`src/rtl/bcd_refresh_scheduler_pkg.sv`:
```
// bcd_refresh_scheduler_pkg: shared types and sizes for the time-shared BCD converter.
package bcd_refresh_scheduler_pkg;
    typedef enum logic [1:0] {IDLE, LOAD, SHIFT, STORE} state_t;
    localparam int N_CH = 3;
    localparam int BIN_W = 8;
    localparam int BCD_W = 8;
    localparam int ITER = 8;
    localparam logic [BCD_W-1:0] BCD_ZERO = 8'h00;
endpackage

```
`src/rtl/bcd_dabble_step.sv`:
```
// bcd_dabble_step: one double-dabble iteration (add-3 adjust, then shift {bcd, bin} left).
module bcd_dabble_step
    import bcd_refresh_scheduler_pkg::*;
(
    input  logic [BCD_W-1:0] bcd,
    input  logic [BIN_W-1:0] bin,
    output logic [BCD_W-1:0] bcd_next,
    output logic [BIN_W-1:0] bin_next
);
    logic [3:0] lo, hi;
    assign lo = bcd[3:0] >= 4'd5 ? bcd[3:0] + 4'd3 : bcd[3:0];
    assign hi = bcd[7:4] >= 4'd5 ? bcd[7:4] + 4'd3 : bcd[7:4];
    // The bit shifted out of the tens nibble is the hundreds carry and is dropped.
    assign {bcd_next, bin_next} = {hi, lo, bin} << 1;
endmodule

```
`src/rtl/bcd_refresh_scheduler.sv`:
```
// bcd_refresh_scheduler: round-robin sweep of three counters through one shared
// double-dabble engine, producing registered packed-BCD bytes for the VGA text path.
module bcd_refresh_scheduler
    import bcd_refresh_scheduler_pkg::*;
#(
    parameter int MAX_VAL = 99,
    parameter int REFRESH_DIV = 0
) (
    input  logic             clk,
    input  logic             rst_n,
    input  logic             start,
    input  logic [BIN_W-1:0] Contador_1,
    input  logic [BIN_W-1:0] Contador_2,
    input  logic [BIN_W-1:0] Contador_3,
    output logic [BCD_W-1:0] VGA_1,
    output logic [BCD_W-1:0] VGA_2,
    output logic [BCD_W-1:0] VGA_3,
    output logic             busy,
    output logic             done
);
    localparam logic [BIN_W-1:0] MAX_B = BIN_W'(MAX_VAL);

    state_t           state;
    logic [BIN_W-1:0] snap [N_CH];
    logic [1:0]       ch;
    logic [BCD_W-1:0] bcd, bcd_n, res;
    logic [BIN_W-1:0] bin, bin_n, cur;
    logic [3:0]       iter;
    logic [31:0]      rcnt;
    logic             trig;

    bcd_dabble_step u_step (.bcd(bcd), .bin(bin), .bcd_next(bcd_n), .bin_next(bin_n));

    assign trig = start || (REFRESH_DIV > 0 && rcnt == 32'(REFRESH_DIV - 1));
    assign cur  = snap[ch];
    assign res  = cur > MAX_B ? BCD_ZERO : bcd;

    always_ff @(posedge clk) begin
        if (!rst_n) begin
            state <= IDLE;
            snap  <= '{default: '0};
            ch    <= '0;
            bcd   <= BCD_ZERO;
            bin   <= '0;
            iter  <= '0;
            rcnt  <= '0;
            busy  <= 1'b0;
            done  <= 1'b0;
            VGA_1 <= BCD_ZERO;
            VGA_2 <= BCD_ZERO;
            VGA_3 <= BCD_ZERO;
        end else begin
            done <= 1'b0;
            case (state)
                IDLE: begin
                    if (trig) begin
                        // All three channels are captured on the same edge so the display is time-coherent.
                        snap[0] <= Contador_1;
                        snap[1] <= Contador_2;
                        snap[2] <= Contador_3;
                        ch      <= '0;
                        busy    <= 1'b1;
                        rcnt    <= '0;
                        state   <= LOAD;
                    end else if (REFRESH_DIV > 0) begin
                        rcnt <= rcnt + 32'd1;
                    end
                end
                LOAD: begin
                    bin   <= cur;
                    bcd   <= BCD_ZERO;
                    iter  <= '0;
                    state <= SHIFT;
                end
                SHIFT: begin
                    bcd  <= bcd_n;
                    bin  <= bin_n;
                    iter <= iter + 4'd1;
                    if (iter == 4'(ITER - 1)) state <= STORE;
                end
                STORE: begin
                    case (ch)
                        2'd0:    VGA_1 <= res;
                        2'd1:    VGA_2 <= res;
                        default: VGA_3 <= res;
                    endcase
                    if (ch == 2'(N_CH - 1)) begin
                        state <= IDLE;
                        busy  <= 1'b0;
                        done  <= 1'b1;
                    end else begin
                        ch    <= ch + 2'd1;
                        state <= LOAD;
                    end
                end
                default: state <= IDLE;
            endcase
        end
    end
endmodule

```
`config.mk`:
```
export PLATFORM = sky130hd
export DESIGN_NAME = bcd_refresh_scheduler
export DESIGN_NICKNAME = d
export VERILOG_FILES = /design/src/rtl/bcd_refresh_scheduler_pkg.sv /design/src/rtl/bcd_dabble_step.sv /design/src/rtl/bcd_refresh_scheduler.sv
export SDC_FILE = /design/constraint.sdc
export NUM_CORES = 1
export LEC_CHECK = 0
export ABC_AREA = 1
export CAP_MARGIN = 20
export CORE_MARGIN = 3
export CORE_UTILIZATION = 30
export DETAILED_ROUTE_END_ITERATION = 10
export SLEW_MARGIN = 20
export SYNTH_ARGS = -nofsm -noshare
export SYNTH_HDL_FRONTEND = slang
export SYNTH_SLANG_ARGS = --single-unit
```
`constraint.sdc`:
```
create_clock -name clk -period 3.33 [get_ports clk]
set_input_delay 0.333 -clock clk [delete_from_list [all_inputs] [get_ports clk]]
set_output_delay 0.333 -clock clk [all_outputs]
set_load 0.05 [all_outputs]
```
==> impl_metrics.csv <==
group,metric,value,unit
run_status,status,"completed",
die,die-height,109,um
place,io_buffers,52,
timing,fin_skew,0.00816,ns
synth,ys_top_cells_by_count,"74 x dfxtp_1, 57 x nor2_1, 53 x a21oi_1",
cts,clk-insertion-delay-late,0.34,ns
critical_path,reg2reg_from,"ch[0]",
die,std_cell_rows,37,
critical_path,arrival,2.46,ns
drt,drt_iter0_drc,170,
critical_path,reg2reg_depth,5,
timing,hold_viol_final,0,
place,finalWeightedCongestion,0.790,
cts,post-cts-setup-buffers,0,
final_layout,fin_util,39.3,%
drt,dr_total_vias,2780,
min_path,hold_depth,2,
critical_path,timing.reg2reg.setup_slack,1.15,ns
synth,syn_area_per_cell,7.85,um2
timing,rsz0062_at_grt,"no",
grt,grt_pass1_vias,2601,
cts,cts.sink_count,74,
grt,antenna_found_initial,0,
synth,synth.most_common_cell,"dfxtp_1",
synth,synth_top_area_share,46.1,%
die,dieArea,12000,um2
synth,synth_cell_types,36,
critical_path,worstSetupStartpointType,"register",
grt,grt_pass1_wl,12.3,mm
timing,drv_slew,0,
timing,fin_crit_sh,65.5,%
cts,cts-root-buf,"clkbuf_8",
timing,setup_viol,0,
pwr,powerDensity,722,nW/um2
timing,fin_crit,2.18,ns
min_path,min_from,"snap[4]",
min_path,min_delay_worst_endpoint,"snap[4]",
final_layout,fillers,1075,
drt,top_layer,"met4",
place,dp_hpwl,5.33,mm
critical_path,crit_type,"reg2reg",
drt,met3WireLength,266,um
critical_path,r2r_end,"VGA_3[7]",
synth,synth_top_area_cell,"dfxtp_1",
synth,ys_seq_area_share,46.1,%
synth,synth-async-reset-ratio,0,%
timing,fmax,0.459,GHz
timing,worstMarginPinSlew,0.759,ns
drt,antenna_left,0,
synth,synth_nets,447,
drt,wl_met1,3.58,mm
final_layout,diodes,0,
cts,clk_pin_slew,0.07,ns
run,cap_viol_max_count,0,
timing,relSlewSlack,49.1,%
final_layout,nets,496,
critical_path,crit_fanout,16,
cts,cts_buffers,9,
die,num_io_pins,53,
synth,synth_edf_count,0,
drt,routedWlPerCell,12.3,um
cts,cts_tree,"built",
cts,cts_hold_buf,0,
synth,syn_inst,409,
die,initial_core_util,31.0,%
final_layout,multi_input_area,1510,um2
final_layout,area_delta_synth_final,27.0,%
drt,vias_per_cell,4.64,
grt,gr-total-overflow,0,
grt,grt_usage,13.1,%
synth,synth_area,3210,um2
final_layout,seq_area,1480,um2
critical_path,cp-end-kind,"register",
timing,setup_total_negative_slack,0,ns
drt,met2_wirelength,3.41,mm
cts,cts_buffer_depth,2,
critical_path,required,3.61,ns
synth,netlist_top_cells_area,"dfxtp_1 46%, a21oi_1 8.3%, nor2_1 6.7%",
pwr,power.total,2.95,mW
synth,dominantRegCellSynth,"dfxtp_1",
drt,first_pass_iters,4,
pwr,leakage,1.55,nW
cts,htreeDepth,3,
grt,grt_start_max_net_pins,54,
die,die_w,109,um
drt,drc_errors,0,
timing,fin_hold_ws,0.447,ns
synth,ys_seq_elements,74,
cts,ctsResizeCount,0,
pwr,peakVddDrop,0.306,mV
min_path,hold_path_class,"reg2reg",
die,core,10400,um2
final_layout,drive_gt1_share,10.4,%
drt,drt-total-wl,7.36,mm
synth,yosysWarningCount,0,
-- cell families after synthesis --
group / count (synthesis) / share of synthesized area (%)
flops: 74 / 46.1
compound gates: 134 / 22.8
buf+inv: 57 / 6.97
simple gates: 133 / 19.8
fa+ha+maj: 11 / 4.29
-- flip-flops by register name, indices dropped and copies added (netlist names) --
register and count:
busy 1, snap 24, done 1, VGA_3 8, state 2, VGA_2 8
bcd 8, VGA_1 8, iter 4, ch 2, bin 8
-- layer usage --
metal / track usage, % / vias to the layer above
met4: 5.08 / 0
met1: 18.1 / 1264
met5: 0 / -
met2: 20.0 / 39
li1: - / 1468
met3: 2.88 / 9
-- stage by stage --
stage               instance area [um2]  worst slack, ns  cells
finish                             4080             1.15    599
global route                       4080            0.878    599
CTS                                4080             1.13    599
detailed placement                 3850             1.13    583
global placement                   3850             1.22    583
floorplan                          3210             1.75    409
-- layout make-up --
cell class | count | area share (%)
Clock buffer | 12 | 3.80
Clock inverter | 4 | 1.81
Inverter | 40 | 3.68
Multi-Input combinational cell | 278 | 36.9
Sequential cell | 74 | 36.3
Tap cell | 136 | 4.17
Timing Repair Buffer | 55 | 13.3
-- power by group --
group | switching, mW | leakage (nW) | total, mW | internal [mW]
registers | 0.0993 | 0.604 | 1.15 | 1.05
clock network | 0.318 | 0.117 | 0.782 | 0.463
logic | 0.689 | 0.826 | 1.02 | 0.330
-- worst max-delay path, cell delays in order (launching register included) --
cell and delay, ns:
dfxtp_1 0.66, inv_2 0.21, ha_1 0.28, nor3_2 0.64
o21ai_0 0.19, a21oi_1 0.14
-- placed cells by master, fill, tap and decap left out, types with 2 or more instances in the layout --
cell             instances
o211ai_1                 2
nand3_1                  6
nand2_2                  3
o22ai_1                  4
a211oi_1                 2
o21ai_0                 40
inv_2                    9
clkdlybuf4s50_1         52
dfxtp_1                 74
nand3_2                  8
nor3_1                   3
a21oi_2                  4
a21oi_1                 53
ha_1                    11
buf_4                    3
nor2_1                  57
o21ai_1                 23
nand4_1                  2
inv_1                   31
nand2_1                 46
clkbuf_8                11
bufinv_16                2
-- worst max-delay path by stage --
stage	start	endpoint	slack [ns]	depth (start not counted)
after floorplan	state[0]	bin[2]	1.75	7
after global placement	ch[0]	VGA_3[3]	1.22	5
after detailed placement	ch[0]	VGA_3[3]	1.13	5
after CTS	ch[0]	VGA_3[2]	1.13	5
after global routing	ch[0]	VGA_3[2]	0.88	5
final	ch[0]	VGA_3[7]	1.15	5
Power figures use the tool's default switching activity.
